===== src/rtl/cpu_pkg.sv =====
// rtl/cpu_pkg.sv - shared constants, funct3 codes and LSU state encoding
package cpu_pkg;

    localparam int XLEN       = 32;
    localparam int REG_ADDR_W = 5;

    localparam logic [2:0] F3_B  = 3'b000;
    localparam logic [2:0] F3_H  = 3'b001;
    localparam logic [2:0] F3_W  = 3'b010;
    localparam logic [2:0] F3_BU = 3'b100;
    localparam logic [2:0] F3_HU = 3'b101;

    typedef enum logic [1:0] {
        LSU_IDLE = 2'd0,
        LSU_MEM  = 2'd1,
        LSU_WB   = 2'd2
    } lsu_state_e;

    typedef enum logic [1:0] {
        SZ_B = 2'd0,
        SZ_H = 2'd1,
        SZ_W = 2'd2
    } acc_size_e;

    // Reserved funct3 codes fall through to word accesses.
    function automatic acc_size_e f3_size(input logic [2:0] f3);
        case (f3)
            F3_B, F3_BU: return SZ_B;
            F3_H, F3_HU: return SZ_H;
            default:     return SZ_W;
        endcase
    endfunction

endpackage


===== src/rtl/lsu_writeback_if.sv =====
// rtl/lsu_writeback_if.sv - execute, data-memory and register-file bundle (LSU_MISALIGN_TRAP_EN adds misalign)
interface lsu_writeback_if;
    import cpu_pkg::*;

    logic                  ex_valid;
    logic                  ex_ready;
    logic                  ex_is_load;
    logic                  ex_is_store;
    logic [2:0]            ex_funct3;
    logic [XLEN-1:0]       ex_addr;
    logic [XLEN-1:0]       ex_store_data;
    logic [XLEN-1:0]       ex_alu_result;
    logic [REG_ADDR_W-1:0] ex_rd;
    logic                  ex_reg_write;
    logic                  mem_req;
    logic                  mem_we;
    logic [XLEN-1:0]       mem_addr;
    logic [XLEN-1:0]       mem_wdata;
    logic [3:0]            mem_wstrb;
    logic                  mem_ack;
    logic [XLEN-1:0]       mem_rdata;
    logic [REG_ADDR_W-1:0] rf_rd;
    logic [XLEN-1:0]       rf_rd_din;
    logic                  rf_write_enable;
    logic                  stall;
    logic                  err;
`ifdef LSU_MISALIGN_TRAP_EN
    logic                  misalign;

    modport slave (
        input  ex_valid, ex_is_load, ex_is_store, ex_funct3, ex_addr, ex_store_data,
               ex_alu_result, ex_rd, ex_reg_write, mem_ack, mem_rdata,
        output ex_ready, mem_req, mem_we, mem_addr, mem_wdata, mem_wstrb,
               rf_rd, rf_rd_din, rf_write_enable, stall, err, misalign
    );
    modport master (
        output ex_valid, ex_is_load, ex_is_store, ex_funct3, ex_addr, ex_store_data,
               ex_alu_result, ex_rd, ex_reg_write, mem_ack, mem_rdata,
        input  ex_ready, mem_req, mem_we, mem_addr, mem_wdata, mem_wstrb,
               rf_rd, rf_rd_din, rf_write_enable, stall, err, misalign
    );
`else
    modport slave (
        input  ex_valid, ex_is_load, ex_is_store, ex_funct3, ex_addr, ex_store_data,
               ex_alu_result, ex_rd, ex_reg_write, mem_ack, mem_rdata,
        output ex_ready, mem_req, mem_we, mem_addr, mem_wdata, mem_wstrb,
               rf_rd, rf_rd_din, rf_write_enable, stall, err
    );
    modport master (
        output ex_valid, ex_is_load, ex_is_store, ex_funct3, ex_addr, ex_store_data,
               ex_alu_result, ex_rd, ex_reg_write, mem_ack, mem_rdata,
        input  ex_ready, mem_req, mem_we, mem_addr, mem_wdata, mem_wstrb,
               rf_rd, rf_rd_din, rf_write_enable, stall, err
    );
`endif

endinterface


===== src/rtl/lsu_align.sv =====
// rtl/lsu_align.sv - load extract/extend, store strobe/lane generation, misalign detect (LSU_MISALIGN_TRAP_EN)
module lsu_align
    import cpu_pkg::*;
(
    input  logic [2:0]      i_ld_funct3,
    input  logic [1:0]      i_ld_off,
    input  logic [XLEN-1:0] i_rdata,
    output logic [XLEN-1:0] o_ld_data,
    input  logic [2:0]      i_st_funct3,
    input  logic [1:0]      i_st_off,
    input  logic [XLEN-1:0] i_st_data,
    output logic [3:0]      o_wstrb,
    output logic [XLEN-1:0] o_wdata
`ifdef LSU_MISALIGN_TRAP_EN
    ,
    output logic            o_misalign
`endif
);

    logic [7:0]  w_byte;
    logic [15:0] w_half;

    // Halfword lanes use only off[1], so a misaligned LH/SH lands on its natural boundary.
    always_comb begin
        w_byte = i_rdata[{i_ld_off, 3'b000} +: 8];
        w_half = i_ld_off[1] ? i_rdata[31:16] : i_rdata[15:0];
        case (i_ld_funct3)
            F3_B:    o_ld_data = {{24{w_byte[7]}}, w_byte};
            F3_BU:   o_ld_data = {24'd0, w_byte};
            F3_H:    o_ld_data = {{16{w_half[15]}}, w_half};
            F3_HU:   o_ld_data = {16'd0, w_half};
            default: o_ld_data = i_rdata;
        endcase
    end

    always_comb begin
        o_wstrb = 4'b1111;
        o_wdata = i_st_data;
        case (f3_size(i_st_funct3))
            SZ_B: begin
                o_wstrb = 4'b0001 << i_st_off;
                o_wdata = {4{i_st_data[7:0]}};
            end
            SZ_H: begin
                o_wstrb = i_st_off[1] ? 4'b1100 : 4'b0011;
                o_wdata = {2{i_st_data[15:0]}};
            end
            default: ;
        endcase
    end

`ifdef LSU_MISALIGN_TRAP_EN
    assign o_misalign = ((f3_size(i_st_funct3) == SZ_H) && i_st_off[0]) ||
                        ((f3_size(i_st_funct3) == SZ_W) && (i_st_off != 2'b00));
`endif

endmodule


===== src/rtl/lsu_writeback.sv =====
// rtl/lsu_writeback.sv - load/store + writeback stage feeding the register file (LSU_MISALIGN_TRAP_EN traps misaligned accesses)
module lsu_writeback
    import cpu_pkg::*;
#(
    parameter int          TIMEOUT_CYCLES = 255,
    parameter logic [31:0] STACK_BASE     = 32'h2ffc
) (
    input  logic           clk,
    input  logic           reset,
    lsu_writeback_if.slave bus
);

    localparam int              CNT_W    = (TIMEOUT_CYCLES < 2) ? 1 : $clog2(TIMEOUT_CYCLES);
    localparam logic [CNT_W-1:0] CNT_LAST = CNT_W'(TIMEOUT_CYCLES - 1);

    generate
        if (TIMEOUT_CYCLES < 1 || STACK_BASE[1:0] != 2'b00) begin : g_bad_param
            $error("lsu_writeback: TIMEOUT_CYCLES must be >= 1 and STACK_BASE word aligned");
        end
    endgenerate

    lsu_state_e            r_state, w_next;
    logic [CNT_W-1:0]      r_tmo_cnt;
    logic                  r_is_load, r_reg_write;
    logic [2:0]            r_funct3;
    logic [1:0]            r_off;
    logic                  r_mem_req, r_mem_we, r_rf_we, r_err;
    logic [XLEN-1:0]       r_mem_addr, r_mem_wdata, r_rf_din;
    logic [3:0]            r_mem_wstrb;
    logic [REG_ADDR_W-1:0] r_rf_rd;
    logic [XLEN-1:0]       w_ld_data, w_wdata;
    logic [3:0]            w_wstrb;
    logic                  w_accept, w_is_mem, w_timeout, w_trap;

    lsu_align u_align (
        .i_ld_funct3 (r_funct3),
        .i_ld_off    (r_off),
        .i_rdata     (bus.mem_rdata),
        .o_ld_data   (w_ld_data),
        .i_st_funct3 (bus.ex_funct3),
        .i_st_off    (bus.ex_addr[1:0]),
        .i_st_data   (bus.ex_store_data),
        .o_wstrb     (w_wstrb),
        .o_wdata     (w_wdata)
`ifdef LSU_MISALIGN_TRAP_EN
        ,
        .o_misalign  (w_trap)
`endif
    );

`ifndef LSU_MISALIGN_TRAP_EN
    assign w_trap = 1'b0;
`endif

    assign w_accept  = bus.ex_valid && (r_state == LSU_IDLE);
    assign w_is_mem  = bus.ex_is_load || bus.ex_is_store;
    assign w_timeout = (r_tmo_cnt == CNT_LAST);

    always_ff @(posedge clk) begin
        if (!reset) r_state <= LSU_IDLE;
        else        r_state <= w_next;
    end

    always_comb begin
        w_next = r_state;
        case (r_state)
            LSU_IDLE: if (w_accept && w_is_mem && !w_trap) w_next = LSU_MEM;
            LSU_MEM: begin
                if (bus.mem_ack)    w_next = r_is_load ? LSU_WB : LSU_IDLE;
                else if (w_timeout) w_next = LSU_IDLE;
            end
            default:                w_next = LSU_IDLE;
        endcase
    end

    always_ff @(posedge clk) begin
        if (!reset) begin
            r_tmo_cnt   <= '0;
            r_is_load   <= 1'b0;
            r_reg_write <= 1'b0;
            r_funct3    <= 3'd0;
            r_off       <= 2'd0;
            r_mem_req   <= 1'b0;
            r_mem_we    <= 1'b0;
            r_mem_addr  <= '0;
            r_mem_wdata <= '0;
            r_mem_wstrb <= 4'd0;
            r_rf_we     <= 1'b0;
            r_rf_rd     <= '0;
            r_rf_din    <= '0;
            r_err       <= 1'b0;
        end else begin
            r_rf_we <= 1'b0;
            if (r_state == LSU_IDLE && w_accept) begin
                r_rf_rd <= bus.ex_rd;
                if (!w_is_mem) begin
                    r_rf_din <= bus.ex_alu_result;
                    r_rf_we  <= bus.ex_reg_write && (bus.ex_rd != '0);
                end else if (!w_trap) begin
                    // A load+store encoding is treated as a load.
                    r_is_load   <= bus.ex_is_load;
                    r_reg_write <= bus.ex_reg_write && (bus.ex_rd != '0);
                    r_funct3    <= bus.ex_funct3;
                    r_off       <= bus.ex_addr[1:0];
                    r_mem_req   <= 1'b1;
                    r_mem_we    <= !bus.ex_is_load;
                    r_mem_addr  <= {bus.ex_addr[XLEN-1:2], 2'b00};
                    r_mem_wdata <= w_wdata;
                    r_mem_wstrb <= bus.ex_is_load ? 4'b0000 : w_wstrb;
                    r_tmo_cnt   <= '0;
                end
            end else if (r_state == LSU_MEM) begin
                if (bus.mem_ack) begin
                    r_mem_req <= 1'b0;
                    if (r_is_load) begin
                        r_rf_din <= w_ld_data;
                        r_rf_we  <= r_reg_write;
                    end
                end else if (w_timeout) begin
                    r_mem_req <= 1'b0;
                    r_err     <= 1'b1;
                end else begin
                    r_tmo_cnt <= r_tmo_cnt + CNT_W'(1);
                end
            end
        end
    end

`ifdef LSU_MISALIGN_TRAP_EN
    logic r_misalign;
    always_ff @(posedge clk) begin
        if (!reset) r_misalign <= 1'b0;
        else        r_misalign <= w_accept && w_is_mem && w_trap;
    end
    assign bus.misalign = r_misalign;
`endif

    assign bus.ex_ready        = (r_state == LSU_IDLE);
    assign bus.stall           = (r_state != LSU_IDLE);
    assign bus.mem_req         = r_mem_req;
    assign bus.mem_we          = r_mem_we;
    assign bus.mem_addr        = r_mem_addr;
    assign bus.mem_wdata       = r_mem_wdata;
    assign bus.mem_wstrb       = r_mem_wstrb;
    assign bus.rf_rd           = r_rf_rd;
    assign bus.rf_rd_din       = r_rf_din;
    assign bus.rf_write_enable = r_rf_we;
    assign bus.err             = r_err;

endmodule

===== src/flat_wrapper.sv =====
// flat-port wrapper written by rule: the top's interface ports become plain ports
module lsu_writeback_flat import cpu_pkg::*;
#(
    parameter int          TIMEOUT_CYCLES = 255,
    parameter logic [31:0] STACK_BASE     = 32'h2ffc
)
  (clk, reset, bus_ex_valid, bus_ex_is_load, bus_ex_is_store, bus_ex_funct3, bus_ex_addr, bus_ex_store_data, bus_ex_alu_result, bus_ex_rd, bus_ex_reg_write, bus_mem_ack, bus_mem_rdata, bus_ex_ready, bus_mem_req, bus_mem_we, bus_mem_addr, bus_mem_wdata, bus_mem_wstrb, bus_rf_rd, bus_rf_rd_din, bus_rf_write_enable, bus_stall, bus_err);
  lsu_writeback_if bus_i ();
  input  logic clk;
  input  logic reset;
  input wire logic [$bits(bus_i.ex_valid)-1:0] bus_ex_valid;
  input wire logic [$bits(bus_i.ex_is_load)-1:0] bus_ex_is_load;
  input wire logic [$bits(bus_i.ex_is_store)-1:0] bus_ex_is_store;
  input wire logic [$bits(bus_i.ex_funct3)-1:0] bus_ex_funct3;
  input wire logic [$bits(bus_i.ex_addr)-1:0] bus_ex_addr;
  input wire logic [$bits(bus_i.ex_store_data)-1:0] bus_ex_store_data;
  input wire logic [$bits(bus_i.ex_alu_result)-1:0] bus_ex_alu_result;
  input wire logic [$bits(bus_i.ex_rd)-1:0] bus_ex_rd;
  input wire logic [$bits(bus_i.ex_reg_write)-1:0] bus_ex_reg_write;
  input wire logic [$bits(bus_i.mem_ack)-1:0] bus_mem_ack;
  input wire logic [$bits(bus_i.mem_rdata)-1:0] bus_mem_rdata;
  output wire logic [$bits(bus_i.ex_ready)-1:0] bus_ex_ready;
  output wire logic [$bits(bus_i.mem_req)-1:0] bus_mem_req;
  output wire logic [$bits(bus_i.mem_we)-1:0] bus_mem_we;
  output wire logic [$bits(bus_i.mem_addr)-1:0] bus_mem_addr;
  output wire logic [$bits(bus_i.mem_wdata)-1:0] bus_mem_wdata;
  output wire logic [$bits(bus_i.mem_wstrb)-1:0] bus_mem_wstrb;
  output wire logic [$bits(bus_i.rf_rd)-1:0] bus_rf_rd;
  output wire logic [$bits(bus_i.rf_rd_din)-1:0] bus_rf_rd_din;
  output wire logic [$bits(bus_i.rf_write_enable)-1:0] bus_rf_write_enable;
  output wire logic [$bits(bus_i.stall)-1:0] bus_stall;
  output wire logic [$bits(bus_i.err)-1:0] bus_err;
  assign bus_i.ex_valid = bus_ex_valid;
  assign bus_i.ex_is_load = bus_ex_is_load;
  assign bus_i.ex_is_store = bus_ex_is_store;
  assign bus_i.ex_funct3 = bus_ex_funct3;
  assign bus_i.ex_addr = bus_ex_addr;
  assign bus_i.ex_store_data = bus_ex_store_data;
  assign bus_i.ex_alu_result = bus_ex_alu_result;
  assign bus_i.ex_rd = bus_ex_rd;
  assign bus_i.ex_reg_write = bus_ex_reg_write;
  assign bus_i.mem_ack = bus_mem_ack;
  assign bus_i.mem_rdata = bus_mem_rdata;
  assign bus_ex_ready = bus_i.ex_ready;
  assign bus_mem_req = bus_i.mem_req;
  assign bus_mem_we = bus_i.mem_we;
  assign bus_mem_addr = bus_i.mem_addr;
  assign bus_mem_wdata = bus_i.mem_wdata;
  assign bus_mem_wstrb = bus_i.mem_wstrb;
  assign bus_rf_rd = bus_i.rf_rd;
  assign bus_rf_rd_din = bus_i.rf_rd_din;
  assign bus_rf_write_enable = bus_i.rf_write_enable;
  assign bus_stall = bus_i.stall;
  assign bus_err = bus_i.err;
  lsu_writeback #(.TIMEOUT_CYCLES(TIMEOUT_CYCLES), .STACK_BASE(STACK_BASE)) u_core (.clk(clk), .reset(reset), .bus(bus_i));
endmodule

===== config.mk =====
export PLATFORM = sky130hd
export DESIGN_NAME = lsu_writeback_flat
export DESIGN_NICKNAME = d
export VERILOG_FILES = /design/src/rtl/cpu_pkg.sv /design/src/rtl/lsu_writeback_if.sv /design/src/rtl/lsu_align.sv /design/src/rtl/lsu_writeback.sv /design/src/flat_wrapper.sv
export SDC_FILE = /design/constraint.sdc
export NUM_CORES = 1
export LEC_CHECK = 0
export ABC_AREA = 1
export BUFFER_PORTS_ARGS = -buffer_cell sky130_fd_sc_hd__buf_4
export CAP_MARGIN = 20
export CORE_MARGIN = 2
export CORE_UTILIZATION = 25
export DETAILED_ROUTE_END_ITERATION = 10
export SETUP_SLACK_MARGIN = 0.02
export SYNTH_ARGS = -nofsm -noshare
export SYNTH_HDL_FRONTEND = slang
export SYNTH_HIERARCHICAL = 1
export SYNTH_SLANG_ARGS = --single-unit

===== constraint.sdc =====
create_clock -name clk -period 1.3 [get_ports clk]
set_clock_uncertainty 0.05 [all_clocks]
set_input_delay 0.13 -clock clk [delete_from_list [all_inputs] [get_ports clk]]
set_output_delay 0.13 -clock clk [all_outputs]
set_load 0.005 [all_outputs]

==> reports/qor.txt, run 1 <==
vias - 8206
GPL Wtd Cong - 0.861
routed wire length - 29700 um
Period Utilization, post-route - 125%
routed len/inst - 17.3 um
first-pass GRT wire length - 43400 um
VDD IR max - 0.666 mV
critical path type - flip-flop to flip-flop
met1 wire length - 11400 um
row count - 57
Finished Cell Area - 12900 um2
GRT overflow - 0
initial antenna violation count - 0
worst-path cell chain - or2_4 > nand3_2 > nand2_2 > nand2_4 > clkbuf_16 > nand3_2 > nand2_1 > nand2_1 > nor2_1 > nor2_1
Core ar. - 24500 um2
fmax - 613 MHz
CTS Sinks - 124
Skew-Pair Late Insertion Delay - 0.42 ns
Initial Util - 25.6%
Synth area leader - dfxtp_1
Tmin final - 1.63 ns
number of global-route vias before repair - 8071
met2 WL - 15000 um
sequential fraction of the synthesis area - 39.6%
clock buffer depth - 2
share of cells above drive strength 1 - 51.9%
Unique masters post-synth - 31
Hold Path Stages - 5
Area Overhead vs Synth - 106%
post-route antenna net violation count - 0
Fin. Hold Viols - 0
endpoints failing setup - 123
most frequent cells in the layout - buf_4 (300), nand2_1 (254), dfxtp_1 (116), nand2_4 (84)
leakage - 6.17 nW
slowest stage delay, CP - 0.38 ns
syn_area_per_cell - 6.48 um2
# IOs - 254
number of port buffers - 251
dpl cells - 1540
H-Tree Level Count - 4
placed cell area - 8810 um2
Post-Syn Area - 6270 um2
Post-Layout Cell Count - 1716
Place WS - -0.200 ns
Iter 0 DRT Violations - 532
Synth area leaders - dfxtp_1 (40%), nand2_1 (24%), a21oi_1 (7.1%)
Syn. warnings - 6
crit-path max FO - 8
crit path capture type - flip-flop
Root Driver - clkbuf_16
CTS tree - yes
Worst Path Required - 1.56 ns
via/cell ratio - 4.78
commonest non-fill, non-tap cell in the layout - buf_4
DRT Pass-1 Iters - 5
Total GRT Usage - 21.0%
Final Max Slew Viols - 0
Final WS setup - -0.330 ns
Die X - 162 um
worst min path class - input pin to flip-flop
Die H - 162 um
Synth Register Bits - 124
Diodes inserted - 0
Post-route DRC - 0
met3 WL - 2290 um
total negative setup slack - -19.11 ns
status - complete, but fails checks
RSZ-0062 raised after global routing - true
DR top layer - met4
worst-case reg-to-reg path depth - 10
Power per Cell Area - 1030 nW/um2
die area - 26400 um2
crit path max-delay cell type - dfxtp_4
max_cap viols - 0
failing checks - negative setup slack
CTS clk-pin slew, worst paths - 0.07 ns
TritonCTS buffer count - 17
largest net degree at the start of global routing - 53
Cells after Synth - 968
Post-DP HPWL - 16300 um
nets - 1524
critical path data arrival time - 1.89 ns
top cell type's share of synthesized area - 39.6%
Worst Setup Start Kind - flip-flop
## per-stage QoR
step | utilization (%) | power (mW) | hold slack (ns)
final | 52.9 | 13.3 | 0.0264
after global routing | 52.9 | 13.9 | 0.0308
after CTS | 48.9 | 12.9 | 0.000583
after detailed placement | 36.0 | 6.51 | 0.338
after global placement | 36.0 | 6.50 | 0.332
after floorplan | - | 5.39 | 0.207
## area by class of cell
cell class,instances,area (um2)
inverter,51,230
clock inverter,15,203
sequential,124,2500
timing repair buffer,455,4590
clock buffer,17,425
tap,324,405
multi-input combinational,730,4580
fill,2169,11500
## logic make-up (layout without fill, tap and decap cells)
family	Yosys count	in the layout	synth area share (%)
simple gates	569	571	38.2
compound gates	155	155	12.7
flops	124	124	39.6
buf+inv	117	538	9.06
fa+ha+maj	2	2	0.399
other cells	1	2	0.0598
## metal layers
metal | up-vias | global-route usage, %
met5 | - | 0
met4 | 0 | 7.28
met3 | 79 | 5.35
met2 | 398 | 38.4
met1 | 3828 | 23.7
li1 | 3901 | -
## synth_stat cells
cell,instances
o211ai_1,5
nand3_2,20
a31oi_1,1
a21oi_1,89
nor2_1,91
nor2_2,1
conb_1,1
o21ai_0,58
or2_1,1
a21oi_2,1
nor2_4,3
nand2_4,2
dfxtp_1,124
buf_4,17
nand2_2,6
or2_2,1
buf_2,24
inv_6,1
inv_1,45
clkbuf_1,18
nand3_1,35
buf_1,3
o21bai_1,1
nand3_4,1
ha_1,2
buf_6,4
clkinv_1,1
nor3_1,2
nand4_1,6
inv_2,4
nand2_1,400
## worst paths after layout
kind | slack (ns) | to | start
max | -0.33 | u_core/bus.rf_rd_din[21] | u_core/r_off[1]
min | 0.03 | u_core/bus.rf_rd_din[1] | bus_ex_alu_result[1]
max reg2reg | -0.33 | u_core/bus.rf_rd_din[21] | u_core/r_off[1]
min reg2reg | 0.42 | u_core/bus.mem_addr[6] | u_core/bus.mem_addr[6]
## repair_timing
| item | in CTS | in global routing |
|---|---|---|
| endpoints found under the setup margin | 118 | 124 |
| pin swaps | 46 | 94 |
| endpoints found under the hold margin | 83 | 0 |
| gates cloned | 29 | 7 |
| buffers inserted | 26 | 14 |
| hold buffers | 81 | 0 |
| gates resized for setup | 209 | 267 |
## state kept, by name, indices dropped and copies added, names as in the netlist
register	flops
u_core/bus.rf_rd_din	32
u_core/r_tmo_cnt	8
u_core/r_is_load	1
u_core/bus.mem_we	1
u_core/r_off	2
u_core/bus.mem_req	1
u_core/bus.mem_wstrb	4
u_core/r_state	2
u_core/r_funct3	3
u_core/bus.mem_addr	30
u_core/bus.err	1
u_core/r_reg_write	1
u_core/bus.rf_rd	5
u_core/bus.rf_write_enable	1
u_core/bus.mem_wdata	32
## report_power, final
part / internal, mW / switching, mW
Sequential: 4.03 / 0.199
Clock: 3.10 / 2.14
Combinational: 2.01 / 1.83
Total: 9.14 / 4.16
## worst max-delay path, delay by kind of cell, from the launching register on
| family | cells | cell delay (ns) |
|---|---|---|
| buf+inv | 1 | 0.18 |
| flops | 1 | 0.38 |
| simple gates | 9 | 0.90 |
Note: power is estimated with default switching activity, not from simulation.
==> inputs of run 2 (changes only) <==
--- a/config.mk
+++ b/config.mk
@@ -5,13 +5,14 @@
 export SDC_FILE = /design/constraint.sdc
 export NUM_CORES = 1
 export LEC_CHECK = 0
-export ABC_AREA = 1
 export BUFFER_PORTS_ARGS = -buffer_cell sky130_fd_sc_hd__buf_4
 export CAP_MARGIN = 20
 export CORE_MARGIN = 2
 export CORE_UTILIZATION = 25
 export DETAILED_ROUTE_END_ITERATION = 10
+export REMOVE_ABC_BUFFERS = 1
 export SETUP_SLACK_MARGIN = 0.02
+export SLEW_MARGIN = 15
 export SYNTH_ARGS = -nofsm -noshare
 export SYNTH_HDL_FRONTEND = slang
 export SYNTH_HIERARCHICAL = 1
==> reports/qor.txt, run 2 <==
status - complete, but fails checks
failing checks - negative setup slack
crit path capture type - flip-flop
Area Overhead vs Synth - 105%
Die X - 158 um (-2.4%)
Final Max Slew Viols - 0 (unchanged)
GRT overflow - 0 (unchanged)
hold slack - 0.0220 ns (-0.00431 ns)
Comb power frac - 27.6% (-1.3 points)
switching portion of total power - 30.4% (-0.92 points)
Tmin final - 1.81 ns (+0.182 ns)
slowest stage delay, CP - 0.36 ns (-0.02 ns)
Final WS setup - -0.512 ns (-0.182 ns)
Core ar. - 23500 um2 (-4.0%)
Die H - 158 um (-2.4%)
worst min path class - input pin to flip-flop
crit-path max FO - 8 (unchanged)
nets - 1330 (-13%)
Commonest cells post-synth - nand2_1 (230), dfxtp_1 (124), a21oi_1 (108)
clock group share of total power - 38.9% (-0.4 points)
syn_area_per_cell - 7.61 um2 (+18%)
RSZ-0062 raised after global routing - true
Fin. Hold Viols - 0 (unchanged)
first-pass GRT wire length - 38800 um (-10%)
clock buffer depth - 2 (unchanged)
number of port buffers - 251 (unchanged)
Syn. warnings - 6 (unchanged)
CTS clk-pin slew, worst paths - 0.06 ns (about the same)
Synth Register Bits - 124 (unchanged)
leakage - 5.41 nW (-12%)
Iter 0 DRT Violations - 274 (-48%)
critical path data arrival time - 2.05 ns (+0.16 ns)
H-Tree Level Count - 4 (unchanged)
sequential power share - 33.5% (+1.7 points)
CTS tree - yes
critical path type - flip-flop to flip-flop
Total GRT Usage - 20.0% (-1.0 points)
largest net degree at the start of global routing - 49 (-7.5%)
Worst Setup Start Kind - flip-flop
die area - 25100 um2 (-4.8%)
Synth area leaders - dfxtp_1 (42%), nand2_1 (14%), a21oi_1 (9.1%)
Worst Max-Slew Pin Slew - 0.526 ns
Synth area leader - dfxtp_1
Initial Util - 25.4% (-0.24 points)
worst-path cell chain - mux2_2 > mux2i_2 > nor4_4 > buf_4 > a221o_1 > nand2_1 > a311oi_1
VDD IR max - 0.739 mV (+11%)
GPL Wtd Cong - 0.849 (-1.4%)
share of cells above drive strength 1 - 55.7% (+3.8 points)
Unique masters post-synth - 58 (+87%)
routed wire length - 27800 um (-6.2%)
crit path max-delay cell type - mux2_2
# IOs - 254 (unchanged)
most frequent cells in the layout - buf_4 (295), dfxtp_1 (120), nand2_1 (112), nand2_4 (86), a21oi_2 (85)
routed len/inst - 18.4 um (+6.1%)
endpoints failing setup - 124 (+0.81%)
Async S/R FF share, synth - 0% (unchanged)
placed cell area - 8600 um2 (-2.3%)
total negative setup slack - -43.01 ns (-23.90 ns)
worst rel slew slack - 64.8%
initial antenna violation count - 0 (unchanged)
fmax - 552 MHz (-10%)
Finished Cell Area - 12200 um2 (-5.6%)
top cell type's share of synthesized area - 41.6% (+2.1 points)
row count - 56 (-1.8%)
Post-DP HPWL - 16200 um (-0.98%)
Post-route DRC - 0 (unchanged)
TritonCTS buffer count - 17 (unchanged)
via/cell ratio - 4.87 (+1.8%)
max_cap viols - 0 (unchanged)
fillers - 2101 (-3.1%)
Diodes inserted - 0 (unchanged)
Post-synth EDFFs - 0 (unchanged)
commonest non-fill, non-tap cell in the layout - buf_4
DRT Pass-1 Iters - 4 (-1)
vias - 7383 (-10%)
Skew-Pair Late Insertion Delay - 0.42 ns (about the same)
post-route antenna net violation count - 0 (unchanged)
Period Utilization, post-route - 139% (+14 points)
Root Driver - clkbuf_16
number of global-route vias before repair - 7258 (-10%)
Post-Syn Area - 5960 um2 (-4.9%)
most common cell in the netlist - nand2_1
Primary FF master, synth - dfxtp_1
sw power - 3.83 mW (-8.0%)
CTS Sinks - 124 (unchanged)
Power per Cell Area - 1030 nW/um2 (+0.36%)
sequential fraction of the synthesis area - 41.6% (+2.1 points)
Internal - 8.77 mW (-4.0%)
Cells after Synth - 783 (-19%)
Worst Path Required - 1.54 ns (-0.02 ns)
==> run 2: cell count changes after synthesis, sizes merged, moves of 9 or more <==
cell | previous run | this run
a21oi | 90 | 110
a311oi | 0 | 33
buf | 48 | 29
clkbuf | 18 | 40
inv | 50 | 22
mux2 | 0 | 19
mux2i | 0 | 9
nand2 | 408 | 230
nand3 | 56 | 7
nor2 | 95 | 49
o21ai | 58 | 27
==> run 2: final timing paths <==
kind	startpoint	to	slack, ns	depth (start not counted)
max reg2reg	u_core/r_off[0]	u_core/bus.rf_rd_din[8]	-0.51	7
min	bus_ex_alu_result[13]	u_core/bus.rf_rd_din[13]	0.02	3
max	u_core/r_off[0]	u_core/bus.rf_rd_din[8]	-0.51	7
min reg2reg	u_core/bus.rf_rd[3]	u_core/bus.rf_rd[3]	0.41	2
==> run 2: timing repair <==
action / CTS / global route
hold buffers: 77 / 0
gates resized for setup: 167 / 247
buffers inserted: 22 / 16
setup endpoints to repair: 124 / 125
gates cloned: 18 / 7
hold endpoints to repair: 83 / 0
pin swaps: 112 / 126
==> run 2: kinds of logic (layout without fill, tap and decap cells) <==
group / after synthesis / count (layout) / synth area share, %
simple gates: 322 / 322 / 22.8
compound gates: 214 / 216 / 22.9
flops: 124 / 124 / 41.6
buf+inv: 92 / 504 / 6.97
mux: 28 / 28 / 5.16
fa+ha+maj: 2 / 2 / 0.420
other cells: 1 / 2 / 0.0629
==> run 2: worst max-delay path: cells and delay by family (launching register included) <==
family                 cells  cell delay (ns)
buffers and inverters      1             0.17
and+or+nand+nor            2             0.14
muxes                      2             0.62
AOI/OAI and AO/OA          2             0.35
DFF                        1             0.35
==> run 2: metrics by stage <==
| step | util (%) | worst slack (ns) | instances | power [mW] |
|---|---|---|---|---|
| global route | 52.0 | -0.572 | 1517 | 13.1 |
| detailed placement | 36.7 | -0.633 | 1354 | 6.40 |
| floorplan | - | -2.45 | 715 | 5.12 |
| global placement | 36.7 | -0.569 | 1354 | 6.38 |
| CTS | 47.5 | -0.487 | 1503 | 12.2 |
| finish | 52.0 | -0.512 | 1517 | 12.6 |
==> run 2: power by group through the flow <==
| stage | clock, mW | sequential (mW) | combinational, mW |
|---|---|---|---|
| after floorplan | 0 | 4.25 | 0.865 |
| after global placement | 0 | 4.22 | 2.16 |
| after detailed placement | 0 | 4.23 | 2.17 |
| after CTS | 4.97 | 4.17 | 3.03 |
| after global routing | 5.14 | 4.24 | 3.71 |
| final | 4.91 | 4.22 | 3.48 |
==> run 2: per-layer routing <==
| metal | vias to the layer above | GRT usage [%] | part of all wire [%] |
|---|---|---|---|
| li1 | 3503 | - | - |
| met1 | 3518 | 23.6 | 39 |
| met2 | 312 | 35.6 | 50 |
| met3 | 50 | 5.20 | 7.8 |
| met4 | 0 | 5.83 | 3.0 |
| met5 | - | 0 | 0 |
==> run 2: layout make-up <==
class,instances,area [um2],area share (%)
clock buffers,17,425,3.48
repair buffers,449,4330,35.5
well taps,319,399,3.27
multi-input cells,570,4310,35.3
flip-flops and latches,124,2490,20.4
inverters,23,88.8,0.728
clock inverters,15,164,1.34
==> inputs of run 3 (changes only) <==
--- a/config.mk
+++ b/config.mk
@@ -10,6 +10,7 @@
 export CORE_MARGIN = 2
 export CORE_UTILIZATION = 25
 export DETAILED_ROUTE_END_ITERATION = 10
+export RECOVER_POWER = 50
 export REMOVE_ABC_BUFFERS = 1
 export SETUP_SLACK_MARGIN = 0.02
 export SLEW_MARGIN = 15
==> reports/qor.txt, run 3 (synthesized netlist as in run 2, its figures left out) <==
status - complete, but fails checks
failing checks - negative setup slack
# IOs - 254 (unchanged)
max_cap viols - 0 (unchanged)
Initial Util - 25.4% (unchanged)
Period Utilization, post-route - 140% (+0.30 points)
Worst Setup Start Kind - flip-flop
endpoints failing setup - 124 (unchanged)
row count - 56 (unchanged)
Die X - 158 um (unchanged)
nets - 1330 (unchanged)
CTS clk-pin slew, worst paths - 0.06 ns (about the same)
via/cell ratio - 4.84 (-0.56%)
post-route antenna net violation count - 0 (unchanged)
Core ar. - 23500 um2 (unchanged)
Final WS setup - -0.516 ns (-0.00387 ns)
Root Driver - clkbuf_16
leakage - 5.31 nW (-1.8%)
crit path capture type - flip-flop
Total GRT Usage - 20.0% (unchanged)
total negative setup slack - -43.26 ns (-0.242 ns)
Diodes inserted - 0 (unchanged)
Power per Cell Area - 1040 nW/um2 (+0.32%)
final total power - 12.6 mW (-0.27%)
Skew-Pair Late Insertion Delay - 0.42 ns (about the same)
Post-route DRC - 0 (unchanged)
Die H - 158 um (unchanged)
Worst Path Required - 1.54 ns (about the same)
worst rel slew slack - 64.8% (about the same)
initial antenna violation count - 0 (unchanged)
Fin. Hold Viols - 0 (unchanged)
hold slack - 0.0306 ns (+0.00860 ns)
first-pass GRT wire length - 38800 um (unchanged)
Iter 0 DRT Violations - 300 (+9.5%)
DRT Pass-1 Iters - 4 (unchanged)
Post-DP HPWL - 16200 um (unchanged)
GRT overflow - 0 (unchanged)
Worst Max-Slew Pin Slew - 0.526 ns (-0.00000745 ns)
critical path type - flip-flop to flip-flop
Area Overhead vs Synth - 104%
TritonCTS buffer count - 17 (unchanged)
most frequent cells in the layout - buf_4 (241), dfxtp_1 (120), nand2_1 (112), nand2_4 (86), a21oi_2 (85)
fillers - 2118 (+0.81%)
GPL Wtd Cong - 0.849 (unchanged)
CTS Sinks - 124 (unchanged)
clock buffer depth - 2 (unchanged)
crit-path max FO - 8 (unchanged)
routed len/inst - 18.3 um (about the same)
Final Max Slew Viols - 0 (unchanged)
CTS tree - yes
worst min path class - input pin to flip-flop
Place WS - -0.633 ns (unchanged)
vias - 7342 (-0.56%)
fmax - 551 MHz (-0.21%)
VDD IR max - 0.733 mV (-0.70%)
Tmin final - 1.82 ns (+0.00387 ns)
RSZ-0062 raised after global routing - true
largest net degree at the start of global routing - 49 (unchanged)
number of port buffers - 251 (unchanged)
number of global-route vias before repair - 7258 (unchanged)
Final Util - 51.7% (-0.30 points)
routed wire length - 27800 um (about the same)
critical path data arrival time - 2.06 ns (about the same)
H-Tree Level Count - 4 (unchanged)
commonest non-fill, non-tap cell in the layout - buf_4
die area - 25100 um2 (unchanged)
share of cells above drive strength 1 - 54.1% (-1.6 points)
[run 3: cell count changes in the layout (fill, tap and decap cells not counted), sizes merged]
cell and change:
buf -54, clkbuf +54
[run 3: worst paths after layout]
check	start	end	slack, ns	cells past startpoint
worst max-delay path	u_core/r_off[0]	u_core/bus.rf_rd_din[8]	-0.52	7
worst min-delay path	bus_ex_alu_result[13]	u_core/bus.rf_rd_din[13]	0.03	3
worst max register to register	u_core/r_off[0]	u_core/bus.rf_rd_din[8]	-0.52	7
worst min register to register	u_core/bus.rf_rd[3]	u_core/bus.rf_rd[3]	0.41	2
[run 3: layout make-up]
type                    instances  area [um2]  share of cell area [%]
well taps                     319         399                    3.29
inverters                      23        88.8                   0.732
repair buffers                449        4260                    35.1
clock inverters                15         164                    1.35
clock buffers                  17         425                    3.51
multi-input cells             570        4310                    35.5
flip-flops and latches        124        2490                    20.5
[run 3: what timing repair did]
item / in CTS / in global routing
hold buffers: 77 / 0
setup endpoints to repair: 124 / 125
endpoints found under the hold margin: 83 / 0
pin swaps: 112 / 126
setup buffers: 22 / 16
cloned: 18 / 7
gates resized for setup: 167 / 247
[run 3: layer usage]
metal  up-vias  track usage, %  wire length, um
met1      3488            23.6            10900
li1       3498               -                -
met2       307            35.6            14000
met3        49            5.20             2050
met5         -               0                0
met4         0            5.83              847
[run 3: through the flow]
step	instance area, um2	instances
4_1_cts	11200	1503
6_report	12100	1517
2_1_floorplan	5640	715
5_1_grt	12100	1517
3_5_place_dp	8600	1354
3_3_place_gp	8600	1354
[run 3: critical path, cell delays in order, from the launching register on]
cell	delay, ns
dfxtp_2	0.35
mux2_2	0.36
mux2i_2	0.26
nor4_4	0.07
buf_4	0.17
a221o_1	0.26
nand2_1	0.07
a311oi_1	0.10
[run 3: power by group]
group          internal, mW  switching [mW]  leakage [nW]
Clock                  2.86            2.04         0.285
Sequential             4.02           0.195          1.02
Combinational          1.86            1.59          4.01
